`src/rtl/snake_pkg.sv`:
```
// rtl/snake_pkg.sv - shared direction encodings and helpers for the snake game
package snake_pkg;

   localparam int DIR_W = 3;

   localparam logic [DIR_W-1:0] DIR_IDLE  = 3'd0;
   localparam logic [DIR_W-1:0] DIR_UP    = 3'd1;
   localparam logic [DIR_W-1:0] DIR_DOWN  = 3'd2;
   localparam logic [DIR_W-1:0] DIR_LEFT  = 3'd3;
   localparam logic [DIR_W-1:0] DIR_RIGHT = 3'd4;

   // Reverse heading; IDLE has no opposite and maps to itself.
   function automatic logic [DIR_W-1:0] dir_opposite(input logic [DIR_W-1:0] dir);
      logic [DIR_W-1:0] opp;
      case (dir)
         DIR_UP:    opp = DIR_DOWN;
         DIR_DOWN:  opp = DIR_UP;
         DIR_LEFT:  opp = DIR_RIGHT;
         DIR_RIGHT: opp = DIR_LEFT;
         default:   opp = DIR_IDLE;
      endcase
      return opp;
   endfunction

endpackage

```
`src/rtl/snake_dir_fifo.sv`:
```
// rtl/snake_dir_fifo.sv - small synchronous FIFO holding pending turns
module snake_dir_fifo
   import snake_pkg::*;
#(
   parameter int WIDTH = DIR_W,
   parameter int DEPTH = 2,
   localparam int CW = $clog2(DEPTH + 1)
) (
   input  logic             clk,
   input  logic             reset,
   input  logic             push,
   input  logic             pop,
   input  logic [WIDTH-1:0] din,
   output logic             full,
   output logic             empty,
   output logic [CW-1:0]    count,
   output logic [WIDTH-1:0] head,
   output logic [WIDTH-1:0] tail
);

   localparam int PW = (DEPTH > 1) ? $clog2(DEPTH) : 1;

   logic [WIDTH-1:0] mem [DEPTH];
   logic [PW-1:0]    wr_ptr;
   logic [PW-1:0]    rd_ptr;
   logic [PW-1:0]    tail_ptr;
   logic             do_push;
   logic             do_pop;

   function automatic logic [PW-1:0] ptr_next(input logic [PW-1:0] ptr);
      return (ptr == PW'(DEPTH - 1)) ? '0 : ptr + 1'b1;
   endfunction

   assign full     = (count == CW'(DEPTH));
   assign empty    = (count == '0);
   // A full FIFO still takes a push when the head leaves in the same cycle.
   assign do_push  = push && (!full || (pop && !empty));
   assign do_pop   = pop && !empty;
   assign tail_ptr = (wr_ptr == '0) ? PW'(DEPTH - 1) : wr_ptr - 1'b1;
   assign head     = mem[rd_ptr];
   assign tail     = mem[tail_ptr];

   // Storage array; contents are only meaningful while count covers them.
   always_ff @(posedge clk) begin
      if (do_push) mem[wr_ptr] <= din;
   end

   // Pointer and occupancy bookkeeping.
   always_ff @(posedge clk) begin
      if (reset) begin
         wr_ptr <= '0;
         rd_ptr <= '0;
         count  <= '0;
      end else begin
         if (do_push) wr_ptr <= ptr_next(wr_ptr);
         if (do_pop)  rd_ptr <= ptr_next(rd_ptr);
         if (do_push && !do_pop)      count <= count + CW'(1);
         else if (do_pop && !do_push) count <= count - CW'(1);
      end
   end

endmodule

```
`src/rtl/snake_dir_queue.sv`:
```
// rtl/snake_dir_queue.sv - buffered steering input for the snake game
module snake_dir_queue
   import snake_pkg::*;
#(
   parameter int QUEUE_DEPTH = 2,
   localparam int CW = $clog2(QUEUE_DEPTH + 1)
) (
   input  logic             clk,
   input  logic             reset,
   input  logic             up,
   input  logic             down,
   input  logic             left,
   input  logic             right,
   input  logic             tick,
   output logic [DIR_W-1:0] direction,
   output logic             dir_changed,
   output logic [CW-1:0]    queue_count,
   output logic             overflow
);

   logic [3:0]       btn;
   logic [3:0]       btn_q;
   logic [3:0]       press;
   logic [DIR_W-1:0] press_dir;
   logic [DIR_W-1:0] ref_dir;
   logic [DIR_W-1:0] fifo_head;
   logic [DIR_W-1:0] fifo_tail;
   logic             fifo_full;
   logic             fifo_empty;
   logic             press_ok;
   logic             pop;
   logic             drop;

   assign btn   = {up, down, left, right};
   assign press = btn & ~btn_q;

   // Button history tracks levels even in reset so a held key never fires.
   always_ff @(posedge clk) begin
      btn_q <= btn;
   end

   // Pick the single highest-priority new press; the others are discarded.
   always_comb begin
      press_dir = DIR_IDLE;
      if (press[3])      press_dir = DIR_UP;
      else if (press[2]) press_dir = DIR_DOWN;
      else if (press[1]) press_dir = DIR_LEFT;
      else if (press[0]) press_dir = DIR_RIGHT;
   end

   // Turns are judged against the last pending turn, not the applied one.
   assign ref_dir  = fifo_empty ? direction : fifo_tail;
   assign press_ok = (press_dir != DIR_IDLE) && (press_dir != ref_dir) &&
                     (press_dir != dir_opposite(ref_dir));
   assign pop      = tick && !fifo_empty;
   assign drop     = press_ok && fifo_full && !pop;

   snake_dir_fifo #(
      .WIDTH (DIR_W),
      .DEPTH (QUEUE_DEPTH)
   ) u_fifo (
      .clk   (clk),
      .reset (reset),
      .push  (press_ok),
      .pop   (pop),
      .din   (press_dir),
      .full  (fifo_full),
      .empty (fifo_empty),
      .count (queue_count),
      .head  (fifo_head),
      .tail  (fifo_tail)
   );

   // Apply one queued turn per tick and raise the one-cycle status pulses.
   always_ff @(posedge clk) begin
      if (reset) begin
         direction   <= DIR_IDLE;
         dir_changed <= 1'b0;
         overflow    <= 1'b0;
      end else begin
         dir_changed <= pop;
         overflow    <= drop;
         if (pop) direction <= fifo_head;
      end
   end

endmodule

```
`config.mk`:
```
export PLATFORM = sky130hd
export DESIGN_NAME = snake_dir_queue
export DESIGN_NICKNAME = d
export VERILOG_FILES = /design/src/rtl/snake_pkg.sv /design/src/rtl/snake_dir_fifo.sv /design/src/rtl/snake_dir_queue.sv
export SDC_FILE = /design/constraint.sdc
export NUM_CORES = 1
export LEC_CHECK = 0
export ABC_AREA = 0
export BUFFER_PORTS_ARGS = -buffer_cell sky130_fd_sc_hd__buf_2
export CORE_ASPECT_RATIO = 1.5
export CORE_MARGIN = 3
export CORE_UTILIZATION = 49
export DETAILED_ROUTE_END_ITERATION = 6
export GPL_TIMING_DRIVEN = 0
export HOLD_SLACK_MARGIN = 0.1
export PLACE_DENSITY = 0.69
export SLEW_MARGIN = 20
export SYNTH_ARGS = -nofsm -noshare
export SYNTH_HDL_FRONTEND = slang
export SYNTH_SLANG_ARGS = --single-unit
export TNS_END_PERCENT = 10
```
`constraint.sdc`:
```
create_clock -name clk -period 2.6 [get_ports clk]
set_input_delay 0 -clock clk [delete_from_list [all_inputs] [get_ports clk]]
set_output_delay 0 -clock clk [all_outputs]
set_load 0.01 [all_outputs]
```
==> run_results.csv <==
group,metric,value,unit
layout,drive_gt1_share,32.8,%
global_route,grt_pass1_wl,3240,µm
synth,syn_area,983,µm²
setup_path,cp_max_fo,8,
layout,final_util,67.0,%
placement,place_ws,-0.103,ns
die,num_io_pins,14,
min_path,whs_path_depth,2,
die,fp-row-count,19,
sta,period_needed,2.51,ns
setup_path,cp_common_cell,"a21oi_2",
sta,fmax,399,MHz
min_path,hold_path.class,"in2reg",
setup_path,reg2reg_depth,10,
global_route,gr-total-overflow,0,
die,die-area,2590,µm²
layout,area_growth,27.9,%
layout,fin_nets,128,
setup_path,reg2reg_to,"u_fifo.count[1]$_SDFFE_PP0P_",
sta,maxSlewHeadroom,67.5,%
setup_path,critPathMaxStageDelay,0.39,ns
synth,yosysSeqAreaShare,44.8,%
global_route,grt_pass1_vias,766,
placement,routabilityCongestion,0.782,
layout,layout_commonest_cell,"buf_2",
clocking,root_buffer,"clkbuf_4",
route,vias_per_cell,5.50,
clocking,clockBufferDepth,2,
global_route,antenna_found_initial,0,
route,first_pass_iters,2,
synth,synth_warnings,0,
synth,syn_nets,104,
power,power.total,1.50,mW
die,start_util,52.4,%
synth,synth-seq-cells,19,
sta,setup_viol,0,
power,power_density,1190,nW/µm²
sta,rsz0062_at_grt,"true",
route,drc_errors,0,
setup_path,critical_path_class,"reg2reg",
setup_path,arrival,2.73,ns
die,die_w,42.6,µm
sta,worst_slack,0.0933,ns
synth,synth-edff-count,6,
route,wl_per_cell,14.1,µm
synth,syn_area_per_cell,10.2,µm²
synth,synth-async-reset-ratio,0,%
power,leakagePower,0.481,nW
layout,n_antenna_cell,0,
global_route,globalRouteTotalUtil,16.7,%
min_path,holdPathEnd,"btn_q[0]$_DFF_P_",
sta,tightest_slew,0.484,ns
route,routed_wl,1970,µm
sta,finalHoldViolations,0,
die,die_h,60.9,µm
outcome,status,"finished, final reports clean",
setup_path,regToRegSetupSlack,0.09,ns
clocking,clk_latency,0.29,ns
flow_run,cap_violations,0,
route,final_antenna_net_count,0,
synth,netlist_instances,96,
power,irDropWorstVdd,0.647,mV
sta,period_share,96.4,%
placement,port_buffers,12,
clocking,cts_tree,"built",
clocking,cts.reportedPaths.clkPinSlew,0.11,ns
placement,dp_hpwl,1450,µm
clocking,clock_tree.htree_level_count,1,
setup_path,startpoint_type,"flip-flop",
min_path,hp-start,"right",
sta,drv_slew,0,
setup_path,r2r-start,"u_fifo.count[0]$_SDFFE_PP0P_",
setup_path,crit_chain,"or2_1 -> buf_6 -> a21o_4 -> a2111oi_4 -> a21oi_2 -> o221ai_2 -> and4_4 -> ha_4 -> or3_4 -> a21oi_2",
layout,layout_common_cells,"buf_2 (12), dfxtp_1 (11), nor2_1 (8)",
synth,ys_types,32,
clocking,cts_buffers,3,
clocking,cts_sinks,19,
layout,fin_cells,140,
setup_path,cp-end-kind,"flip-flop",
synth,ys.flop_type,"dfxtp_1",
die,core,1880,µm²
route,drt_iter0_markers,10,
sta,skew,0.00187,ns
placement,dp.cells,129,
global_route,grt_max_degree,12,
setup_path,cp.required,2.82,ns
route,vias,770,
setup_path,cpMaxStageDelayCell,"dfxtp_4",
-- cell type report --
| type | count | area, µm² |
|---|---|---|
| fillers | 153 | 621 |
| multi-input cells | 68 | 582 |
| flip-flops and latches | 19 | 445 |
| repair buffers | 20 | 135 |
| plain buffers | 5 | 30.0 |
| well taps | 21 | 26.3 |
| clock buffers | 3 | 22.5 |
| inverters | 3 | 11.3 |
| clock inverters | 1 | 5.00 |
-- worst max path at each step --
stage,cells past startpoint,end,startpoint
after CTS,11,u_fifo.count[1]$_SDFFE_PP0P_,u_fifo.count[0]$_SDFFE_PP0P_
final,10,u_fifo.count[1]$_SDFFE_PP0P_,u_fifo.count[0]$_SDFFE_PP0P_
after global placement,11,u_fifo.count[1]$_SDFFE_PP0P_,u_fifo.count[0]$_SDFFE_PP0P_
after global routing,10,u_fifo.count[1]$_SDFFE_PP0P_,u_fifo.wr_ptr$_SDFFE_PP0N_
after floorplan,11,u_fifo.count[1]$_SDFFE_PP0P_,u_fifo.count[0]$_SDFFE_PP0P_
after detailed placement,11,u_fifo.count[1]$_SDFFE_PP0P_,u_fifo.count[0]$_SDFFE_PP0P_
-- routing by layer --
layer  vias to the layer above  track usage (%)  routed length (µm)
met4                         0             7.56                  55
met2                        14             33.6                1080
li1                        386                -                   -
met5                         -                0                   0
met3                         6             2.67                  50
met1                       364             16.5                 783
-- synth_stat cells (all sizes together), types with 2 or more instances --
cell type | number | area, µm²
mux2i | 6 | 60.1
and2 | 2 | 12.5
edfxtp | 6 | 180
xor2 | 2 | 17.5
clkbuf | 3 | 11.3
xnor2 | 5 | 43.8
a211oi | 3 | 22.5
buf | 3 | 27.5
a21o | 3 | 22.5
nor2 | 8 | 30.0
dfxtp | 13 | 260
nand2b | 3 | 18.8
nor2b | 5 | 31.3
nand3 | 6 | 30.0
a21oi | 7 | 42.5
inv | 3 | 11.3
o21ai | 2 | 10.0
nor3 | 4 | 20.0
-- critical path: cells and delay by family (launching register included) --
family	cells	cell delay, ns
simple gates	3	0.86
compound gates	5	0.83
flops	1	0.39
fa+ha+maj	1	0.21
buf+inv	1	0.14
-- state kept, by name, summed over array words and instances (netlist names) --
name           cells
u_fifo.count       2
direction          3
u_fifo.mem         6
dir_changed        1
overflow           1
u_fifo.wr_ptr      1
btn_q              4
u_fifo.rd_ptr      1
-- cell families (layout without fill, tap and decap cells) --
kind of cell / count (synthesis) / after routing / share of synthesized area [%]
buf+inv: 9 / 32 / 5.09
xor+xnor: 7 / 7 / 6.23
fa+ha+maj: 1 / 1 / 1.27
flops: 19 / 19 / 44.8
simple gates: 34 / 34 / 20.4
compound gates: 19 / 19 / 14.6
mux: 7 / 7 / 7.63
-- stage by stage --
step	setup TNS, ns	instance area (µm²)	hold slack, ns
after floorplan	0	983	0.0277
after global placement	-0.0397	1070	0.113
after detailed placement	-0.103	1070	0.115
after CTS	0	1210	0.344
after global routing	-0.0557	1260	0.339
final	0	1260	0.357
-- power breakdown --
part | switching [mW] | total, mW | internal, mW
clock network | 0.0901 | 0.147 | 0.0571
logic | 0.448 | 0.894 | 0.446
registers | 0.0593 | 0.458 | 0.399
-- repair_timing --
action	4_1_cts	5_1_grt
hold buffers	6	0
setup buffers	2	0
hold endpoints to repair	8	0
gates resized for setup	5	14
endpoints found under the setup margin	1	4
pin swaps	4	8
Note: power is estimated with default switching activity, not from simulation.
